$ cat src/rtl/writeback_unit.sv
// Writeback stage: retires ALU results in one cycle and waits for the memory
// response on loads, formatting big-endian byte/half/word data before the
// register-file write. Keeps a wrapping count of retired instructions.
module writeback_unit (
    input  logic        clock,
    input  logic        reset,
    input  logic        in_valid,
    output logic        in_ready,
    input  logic        in_wen,
    input  logic [4:0]  in_dest,
    input  logic        in_link,
    input  logic        in_load,
    input  logic [1:0]  in_size,
    input  logic        in_signed,
    input  logic [1:0]  in_addr_lo,
    input  logic [31:0] in_alu,
    input  logic        mem_rsp_valid,
    input  logic [31:0] mem_rsp_data,
    output logic        wb_en,
    output logic [4:0]  wb_addr,
    output logic [31:0] wb_data,
    output logic        align_err,
    output logic [31:0] retired
);

    typedef enum logic [0:0] {
        IDLE     = 1'b0,
        WAIT_MEM = 1'b1
    } state_t;

    state_t      r_state;
    state_t      w_state_next;

    // Load context captured at acceptance, consumed when the response arrives.
    logic        r_wen;
    logic [4:0]  r_dest;
    logic [1:0]  r_size;
    logic        r_signed;
    logic [1:0]  r_addr_lo;

    logic        r_wb_en;
    logic [4:0]  r_wb_addr;
    logic [31:0] r_wb_data;
    logic        r_align_err;
    logic [31:0] r_retired;

    logic        w_accept_alu;
    logic        w_accept_load;
    logic        w_rsp_done;
    logic        w_complete;
    logic [4:0]  w_eff_dest;
    logic [7:0]  w_byte;
    logic [15:0] w_half;
    logic [31:0] w_load_data;
    logic        w_misalign;

    assign w_eff_dest = in_link ? 5'd31 : in_dest;
    assign w_complete = w_accept_alu | w_rsp_done;

    // Next-state logic and handshake; a response outside WAIT_MEM is ignored.
    always_comb begin
        w_state_next  = r_state;
        in_ready      = 1'b0;
        w_accept_alu  = 1'b0;
        w_accept_load = 1'b0;
        w_rsp_done    = 1'b0;
        case (r_state)
            IDLE: begin
                in_ready = 1'b1;
                if (in_valid) begin
                    if (in_load) begin
                        w_accept_load = 1'b1;
                        w_state_next  = WAIT_MEM;
                    end else begin
                        w_accept_alu = 1'b1;
                    end
                end
            end
            WAIT_MEM: begin
                if (mem_rsp_valid) begin
                    w_rsp_done   = 1'b1;
                    w_state_next = IDLE;
                end
            end
            default: w_state_next = IDLE;
        endcase
    end

    // Lane selection (big-endian: address 0 is the most significant byte),
    // extension, and alignment check for the pending load.
    always_comb begin
        w_byte      = 8'h00;
        w_half      = 16'h0000;
        w_load_data = mem_rsp_data;
        w_misalign  = 1'b0;
        case (r_addr_lo)
            2'd0:    w_byte = mem_rsp_data[31:24];
            2'd1:    w_byte = mem_rsp_data[23:16];
            2'd2:    w_byte = mem_rsp_data[15:8];
            default: w_byte = mem_rsp_data[7:0];
        endcase
        w_half = r_addr_lo[1] ? mem_rsp_data[15:0] : mem_rsp_data[31:16];
        case (r_size)
            2'b00: w_load_data = {{24{r_signed & w_byte[7]}}, w_byte};
            2'b01: begin
                w_load_data = {{16{r_signed & w_half[15]}}, w_half};
                w_misalign  = r_addr_lo[0];
            end
            2'b10: w_misalign = (r_addr_lo != 2'd0);
            default: w_misalign = 1'b1;
        endcase
    end

    // State register plus load-context capture on acceptance.
    always_ff @(posedge clock) begin
        if (reset) begin
            r_state   <= IDLE;
            r_wen     <= 1'b0;
            r_dest    <= 5'd0;
            r_size    <= 2'b00;
            r_signed  <= 1'b0;
            r_addr_lo <= 2'd0;
        end else begin
            r_state <= w_state_next;
            if (w_accept_load) begin
                r_wen     <= in_wen;
                r_dest    <= w_eff_dest;
                r_size    <= in_size;
                r_signed  <= in_signed;
                r_addr_lo <= in_addr_lo;
            end
        end
    end

    // Registered writeback port and retire counter; the counter is updated
    // every cycle with a 0/1 increment so it wraps naturally.
    always_ff @(posedge clock) begin
        if (reset) begin
            r_wb_en     <= 1'b0;
            r_wb_addr   <= 5'd0;
            r_wb_data   <= 32'd0;
            r_align_err <= 1'b0;
            r_retired   <= 32'd0;
        end else begin
            r_wb_en     <= 1'b0;
            r_align_err <= 1'b0;
            if (w_accept_alu) begin
                r_wb_en   <= in_wen & (w_eff_dest != 5'd0);
                r_wb_addr <= w_eff_dest;
                r_wb_data <= in_alu;
            end else if (w_rsp_done) begin
                r_wb_en     <= r_wen & (r_dest != 5'd0) & ~w_misalign;
                r_align_err <= w_misalign;
                r_wb_addr   <= r_dest;
                r_wb_data   <= w_load_data;
            end
            r_retired <= r_retired + {31'd0, w_complete};
        end
    end

    assign wb_en     = r_wb_en;
    assign wb_addr   = r_wb_addr;
    assign wb_data   = r_wb_data;
    assign align_err = r_align_err;
    assign retired   = r_retired;

endmodule
$ cat config.mk
export PLATFORM = sky130hd
export DESIGN_NAME = writeback_unit
export DESIGN_NICKNAME = d
export VERILOG_FILES = /design/src/rtl/writeback_unit.sv
export SDC_FILE = /design/constraint.sdc
export NUM_CORES = 1
export LEC_CHECK = 0
export CORE_UTILIZATION = 43
export CTS_CLUSTER_DIAMETER = 30
export DETAILED_ROUTE_END_ITERATION = 7
export GPL_TIMING_DRIVEN = 0
export PLACE_DENSITY_LB_ADDON = 0.05
export SYNTH_ARGS = -nofsm -noshare
export SYNTH_HDL_FRONTEND = slang
export SYNTH_SLANG_ARGS = --single-unit
$ cat constraint.sdc
create_clock -name clock -period 3.45 [get_ports clock]
set_input_delay 0.5175 -clock clock [delete_from_list [all_inputs] [get_ports clock]]
set_output_delay 0.5175 -clock clock [all_outputs]
set_load 0.02 [all_outputs]
## Yosys cells after proc, flatten, opt, wreduce, memory -nomap -nowiden

Index checks and enable logic that the tools add are counted.

| cells by class | value |
|---|---|
| $add $sub $neg | 1 |
| equal/unequal tests | 4 |
| muxes and demuxes | 22 |
| bitwise logic cells | 9 |
| reductions and logical operators | 7 |

Operator list:

| kind | number |
|---|---|
| 32-bit two-way mux | 2 |
| 32-bit case mux with 2 select lines | 1 |
| 32-bit by 1-bit adder with 32-bit output | 1 |
| 8-bit case mux with 3 select lines | 1 |
| 16-bit two-way mux | 1 |
| 5-bit two-way mux | 3 |
| 1-bit two-way mux | 12 |
| 5-bit nonzero test | 2 |
| 1-bit bitwise AND | 5 |
| 2-bit by 1-bit equality test with 1-bit output (second input constant) | 2 |
| 2-bit equality test (second input constant) | 2 |
| 2-bit logical NOT | 2 |
| 2-bit nonzero test | 2 |
| 1-bit NOT | 3 |
| 1-bit case mux with 3 select lines | 1 |
| 3-bit OR reduction | 1 |
| 1-bit case mux with 2 select lines | 1 |
| 1-bit OR | 1 |

| storage, ports and cells | value |
|---|---|
| bits in registers | 83 |
| input port bits | 81 |
| output and inout port bits | 72 |
| word-level logic and storage cells | 54 |

## Longest topological paths before layout

| depth | value |
|---|---|
| word-level depth | 6 |
| mapped depth | 11 |
| depth with buffers taken out | 9 |

## Worst setup path before layout

Ideal clock, no wire load.

| path | value |
|---|---|
| path type | input-to-reg |
| start point | input port in_load |
| end point | register r_retired[30] (netlist: retired[30]) |
| data arrival time | 2.645 ns |
| data required time | 3.329 ns |
| path slack | 0.684 ns |
| cell stages on the path | 10 |
| path through | nor3b_2 nor2_1 inv_1 ha_1 ha_1 and2_1 clkbuf_1 nand2_1 nor4_1 mux2_2 |

| between the ends | value |
|---|---|
| word-level cells in the longest chain between the ends | 5 |

RTL lines:

| what | line | RTL |
|---|---|---|
| start, declared | 12 | `input logic in_load,` |
| 1-bit two-way mux | 71 | `if (in_load) begin` |
| 1-bit two-way mux | 70 | `if (in_valid) begin` |
| 1-bit two-way mux | 67 | `case (r_state)` |
| 1-bit OR | 58 | `assign w_complete = w_accept_alu \| w_rsp_done;` |
| 32-bit by 1-bit adder with 32-bit output | 157 | `r_retired <= r_retired + {31'd0, w_complete};` |
| end signal, assigned | 157 |  |
| end, declared | 45 | `logic [31:0] r_retired;` |

No other way between the ends.
A chain may end at the register's enable or synchronous reset.

## Final worst setup path

| path | value |
|---|---|
| start point | input port mem_rsp_valid |
| end point | register r_retired[17] (netlist: retired[17]) |

| between the ends | value |
|---|---|
| word-level cells in the longest chain between the ends | 4 |

RTL lines:

| what | line | RTL |
|---|---|---|
| start, declared | 17 | `input logic mem_rsp_valid,` |
| 1-bit two-way mux | 80 | `if (mem_rsp_valid) begin` |
| 1-bit two-way mux | 67 |  |
| 1-bit OR | 58 |  |
| 32-bit by 1-bit adder with 32-bit output | 157 |  |

No other way between the ends.

==> results <==
- The die footprint is 10400 um2.
- The worst setup path is launched from a primary input.
- The hold violation count in the final report came to 0.
- The share of Yosys cell area claimed by the top area cell type is 38.7%.
- Counting every net in the synthesized netlist gives 604.
- The number of enable-type register cells in the synthesized netlist is 0.
- The largest stage delay on the critical path is about 500 ps.
- The clock root buffer master is sky130_fd_sc_hd__clkbuf_8.
- Global routing used 28.6% of the available tracks across all layers.
- For this run, the top clock speed supported by timing is 305 MHz.
- For this run the aggregate overflow at the end of global routing stands at 0.
- The completed layout was analyzed and its total power is 2200 uW.
- The detailed-placement wirelength estimate is 10900 um.
- The die is a little over 100 um wide.
- In the synthesized netlist the async set-or-reset flop fraction comes to 0%.
- The largest fanout on the critical path is 10.
- The first detailed-routing pass ran for 5 iterations.
- The mean post-synth cell area is 8.23 um2.
- 0 antenna diodes ended up in the layout.
- The cell area after synthesis is approximately 4300 um2.
- The post-detailed-route via-to-cell ratio is a little under 6.
- The count of final setup violators is 0.
- The initial antenna violation count is 0.
- Fill cells in the final layout number 895.
- The TritonCTS sink count is 83.
- The wire length per cell after detailed routing is approximately 18 um.
- In the routed design, unresolved DRC markers number 0.
- The power spent charging and discharging nets is 591 uW.
- The via count of the first global-routing pass was 4539.
- The worst clock skew is 10.3 ps.
- The total area inside the core boundary comes to 9730 um2.
- The floorplan die height is 102 um.
- Clock-pin slew was measured on the worst setup and hold paths at 80 ps.
- The number of pins with negative max-slew slack in the final report is 0.
- The number of storage elements in the synthesis netlist is 83.
- The setup path with the least slack is of type primary input to register.
- Among all flip-flop cells after synthesis, the most frequent one is sky130_fd_sc_hd__dfxtp_1.
- The buffer and inverter count on the worst path is 4.
- The remaining max-slew budget at the tightest pin is between 50% and 60%.
- The number of violations reported at the end of detailed-routing iteration 0 is 222.
- Hold repair after CTS inserted 0 buffers.
- The total CTS buffers is 9.
- The pin count of the biggest net entering global routing is 14.
- Internal power comes to 1610 uW.
- The worst hold path belongs to the class register to register.
- The global-route wire length before repair is around 23000 um.
- In this run, the combinational gates consume 19.7% of the power.
- On the critical path the largest part of the delay comes from simple AND/OR/NAND/NOR gates.
- In this run the number of H-tree levels came out at 3.
- The flow ran to the end, and the final reports show no timing, DRC or antenna violations.
- The cell taking the most area after synthesis is sky130_fd_sc_hd__dfxtp_1.
- Row generation in the floorplan step produced 36 rows.
- The number of buffers added on ports is 151.
- The number of violations of the max-capacitance limit is 0.
- Setup repair after global routing left no endpoint under its margin.
- By count the netlist is led by sky130_fd_sc_hd__dfxtp_1 (83), sky130_fd_sc_hd__a21oi_1 (49), sky130_fd_sc_hd__nand2_1 (45).
- The sequential fraction of the synthesis area is roughly 39%.
- In the post-synthesis netlist, the biggest area contributors are sky130_fd_sc_hd__dfxtp_1 (39%), sky130_fd_sc_hd__a21oi_1 (5.7%), sky130_fd_sc_hd__a221oi_1 (5.1%), sky130_fd_sc_hd__nand2_1 (3.9%), sky130_fd_sc_hd__nor2_1 (3.8%).
- During synthesis, Yosys emitted a total of 0 warnings.
- The routability-driven placement congestion ratio is 0.936.
- The minimum clock period after layout is 3270 ps.
- By instance count, the leading cell after synthesis is sky130_fd_sc_hd__dfxtp_1.
- The count of nets left with antenna violations once routing finished came out at 0.
- The relative contribution of sequential cells to total power is 46.2%.
- The fraction of layout instances using a drive strength above 1 is roughly 6.1%.
- The number of buffers on the longest clock path is 2.
- At the pin with the least slew margin, the transition time is 733 ps.
- The maximum vdd ir drop is 221 uV.
- The static leakage is 0.00216 uW.
- The aggregate routed wire length is approximately 15000 um.
- Pin placement for this block handled 153 I/O pins.
- The cell count after synthesis is 521.
- STA classifies the critical path endpoint as a register.
- TritonCTS built the clock tree.
- Synthesis instantiated 51 different standard cells from the library.
- On the critical path, the stage with the largest delay is an instance of sky130_fd_sc_hd__clkdlybuf4s50_1.
- The data arrival time of the critical path is 3520 ps.
- The share of the clock period used by the worst path after layout is 94.9%.
- The power density normalized to cell area is 355 nW/um2.
- Traced cell by cell, the critical path runs through clkdlybuf4s50_1 -> and2_1 -> buf_2 -> nor2_1 -> inv_1 -> ha_1 -> and3_1 -> clkbuf_1 -> nand4_1 -> nor4_1 -> mux2_2.
- The clock latency reported for the late side of the worst-skew pair is roughly 360 ps.
- At the worst endpoint, the required time is 3700 ps.
- The share of power burned in the clock network is 34.1%.
- The area growth from synthesis to layout is 44.4%.
- For this configuration, the core starts out at a cell density of between 40% and 50%.
- Net switching is 26.9% of the power.
- Summing over every cut layer, the via total after detailed routing is 4810.
- Final hold analysis gives a worst-case slack of 457 ps.
- The net count of the finished layout is around 770.
==> stage by stage <==
step | cells | setup slack, ps | setup TNS (ps) | util, % | cell area (um2)
CTS | 821 | 98.8 | 0 | 63.6 | 6190
global placement | 805 | -581 | -7900 | 61.3 | 5970
detailed placement | 805 | -596 | -9040 | 61.3 | 5970
floorplan | 521 | 684 | 0 | - | 4290
global route | 821 | 2.07 | 0 | 63.7 | 6200
finish | 821 | 176 | 0 | 63.7 | 6200
==> registers in the layout, summed over array words and instances, names as in the netlist <==
signal     count
r_addr_lo      2
wb_en          1
r_signed       1
r_state        1
r_dest         5
r_size         2
r_wen          1
align_err      1
wb_data       32
wb_addr        5
retired       32
==> logic make-up (layout without fill, tap and decap cells) <==
group                    after synthesis  in the layout  synth area share (%)
AO/OA/AOI/OAI                        175            175                  27.5
XOR/XNOR                              10             10                  2.04
adder cells (fa/ha/maj)                2              2                 0.583
buffers and inverters                 53            220                  4.90
flip-flops                            83             83                  38.7
multiplexers                          14             14                  4.00
AND/OR/NAND/NOR                      184            184                  22.2
==> path summary, 6_finish.rpt <==
| path | start | to | slack [ps] | depth (start not counted) |
|---|---|---|---|---|
| max reg2reg | r_state | retired[17] | 380 | 10 |
| min reg2reg | wb_data[8] | wb_data[8] | 460 | 2 |
| min | wb_data[8] | wb_data[8] | 460 | 2 |
| max | mem_rsp_valid | retired[17] | 180 | 11 |
==> cells in the final DEF (no fill, tap or decap), drive strengths merged, types with 7 or more instances in the layout <==
master	n
a22o	8
o22ai	8
a21oi	49
clkdlybuf4s50	151
a211oi	11
buf	13
nand4	10
a22oi	8
nor2	45
or4	18
clkbuf	43
mux2i	7
o31ai	17
dfxtp	83
inv	8
nand3	19
nand2	45
a221oi	25
xor2	8
and3	13
o21ai	23
==> worst min-delay path, stage by stage, from the launching register on <==
cell                      delay, ps
sky130_fd_sc_hd__dfxtp_1        330
sky130_fd_sc_hd__nand2_1         50
sky130_fd_sc_hd__o31ai_1         50
==> final cells by class <==
class	count	area, um2	area share (%)
buffer	44	178	2.87
clock buffer	10	128	2.06
clock inverter	5	78.8	1.27
inverter	8	30.0	0.485
multi-input combinational	385	2430	39.2
sequential	83	1660	26.8
tap	133	166	2.69
timing repair buffer	153	1530	24.6
==> what timing repair did <==
item / in CTS / in global routing
setup buffers: 1 / 1
resized for setup: 2 / 3
pin swaps: 0 / 1
setup endpoints to repair: 14 / 9
==> routing by layer <==
metal	GRT usage, %	share of wire (%)
met1	38.4	44
met2	45.5	46
met3	4.99	8.3
met4	11.8	1.9
met5	0	0
==> power by group through the flow <==
stage / combinational, uW / clock, uW / sequential [uW]
3_5_place_dp: 426 / 0 / 1040
3_3_place_gp: 420 / 0 / 1040
4_1_cts: 430 / 762 / 1020
6_report: 434 / 751 / 1020
5_1_grt: 466 / 806 / 1020
2_1_floorplan: 172 / 0 / 1070
Power figures use the tool's default switching activity.
==> RTL edit, RTL diff (same settings) <==
Reset style: asynchronous (`reset`), changed in 2 clocked blocks.
--- a/src/rtl/writeback_unit.sv
+++ b/src/rtl/writeback_unit.sv
@@ -113,5 +113,5 @@
 
     // State register plus load-context capture on acceptance.
-    always_ff @(posedge clock) begin
+    always_ff @(posedge clock or posedge reset) begin
         if (reset) begin
             r_state   <= IDLE;
@@ -135,5 +135,5 @@
     // Registered writeback port and retire counter; the counter is updated
     // every cycle with a 0/1 increment so it wraps naturally.
-    always_ff @(posedge clock) begin
+    always_ff @(posedge clock or posedge reset) begin
         if (reset) begin
             r_wb_en     <= 1'b0;
Formal check against the unedited RTL: differs if reset is asserted again (counterexample within 4 cycles, from zero or initial values and one cycle with reset high); with reset held inactive, the same outputs for 10 cycles.
==> RTL edit against the original RTL <==
- routed wire length down 11%
- synthesized area fell by 0.41%
- fmax rose by 4.0%
- sequential cell count is the same
- setup slack improved by 0.13 ns
- cell area rose by 0.48%
- non-clock buffer count shrank 16
- first-iteration DRC count decreased by 3.2%
Power is not compared: it rests on default switching activity, and its combinational part moved more than twofold at a synthesized area within 25%.
==> RTL edit: results <==
group,metric,value,unit
timing,worstMarginPinSlew,0.677,ns
worst_setup_path,crit_fanout,10,
drt,first_pass_iters,7,
worst_setup_path,critPathLaunch,"in_valid",
drt,wl_met3,952,um
placed_design,place.gp.congestion,0.867,
global_route,grt_pass1_vias,4061,
logic_synthesis,async_flop_share,100,%
timing,fin_worst_skew,0.0141,ns
drt,wl_per_cell,17.8,um
logic_synthesis,synth_compound_gate_area_share,15.6,%
drt,dr_wl_met2,6330,um
logic_synthesis,postSynthCellCount,430,
clock_tree,clk_pin_slew_worst_paths,0.10,ns
drt,drtIter0Drc,215,
clock_tree,postCtsSetupBuffers,0,
run_status,status,"finished clean",
placed_design,port_buffers,152,
placed_design,dp_slack,-0.0430,ns
global_route,grt_usage,26.4,%
worst_setup_path,r2r_start,"r_state",
placed_design,dpl.cell_count,716,
worst_setup_path,arrival,3.39,ns
logic_synthesis,syn-num-nets,513,
layout,stdcell_count,731,
layout,drive_above_1_share,7.53,%
placed_design,dp.final_hpwl,9920,um
logic_synthesis,yosys-mux-area-fraction,5.65,%
timing,period_needed,3.15,ns
worst_hold_path,holdCritPathClass,"in -> async",
worst_setup_path,critPathMaxStageDelay,0.49,ns
clock_tree,cts-resized-gates,0,
logic_synthesis,synth_fa_ha_area_share,0.586,%
logic_synthesis,synth_xor_area_share,6.15,%
drt,met1_length,5410,um
logic_synthesis,ys_top_cells_by_area,"dfrtp_1 49%, nand2_1 3.5%, mux2i_1 3.3%, xnor2_1 3.1%, xor2_1 3.1%",
logic_synthesis,ys_seq_area_share,48.6,%
==> RTL edit: path summary, 6_finish.rpt <==
| kind | end | slack, ns | cells after the start |
|---|---|---|---|
| max | retired[20] | 0.30 | 11 |
| min reg2reg | retired[31] | 0.47 | 1 |
| min in group clock | retired[31] | 0.47 | 1 |
| max reg2reg | retired[20] | 0.51 | 10 |
| max in group asynchronous | r_dest[2] | 2.39 | 3 |
| min | wb_data[27] | 0.45 | 2 |
==> RTL edit: layout make-up <==
type	count	area, um^2
flip-flops and latches	83	2080
multi-input cells	314	2060
plain buffers	28	120
clock buffers	9	124
well taps	133	166
repair buffers	153	1550
clock inverters	6	113
inverters	5	21.3
fillers	858	3460
==> RTL edit: logic make-up (layout without fill, tap and decap cells) <==
| logic type | count (synthesis) | after routing |
|---|---|---|
| XOR/XNOR | 30 | 30 |
| AO/OA/AOI/OAI | 100 | 100 |
| buffers and inverters | 33 | 201 |
| adder cells (fa/ha/maj) | 2 | 2 |
| multiplexers | 23 | 23 |
| AND/OR/NAND/NOR | 159 | 159 |
| flip-flops | 83 | 83 |
==> RTL edit: power by group <==
part / total [mW] / internal, mW / switching [mW] / leakage, nW
registers: 1.31 / 1.16 / 0.147 / 1.06
clock network: 0.860 / 0.481 / 0.378 / 0.120
logic: 1.22 / 0.596 / 0.625 / 1.46
==> RTL edit: layer usage <==
metal	track usage (%)	vias to the layer above
met5	0	-
met1	32.2	1947
li1	-	1908
met2	45.0	162
met3	6.90	23
met4	9.48	0
==> RTL edit: critical path: cells and delay by family <==
kind	cells	cell delay (ns)
xor+xnor	1	0.15
fa+ha+maj	2	0.62
buf+inv	4	1.20
simple gates	4	0.90
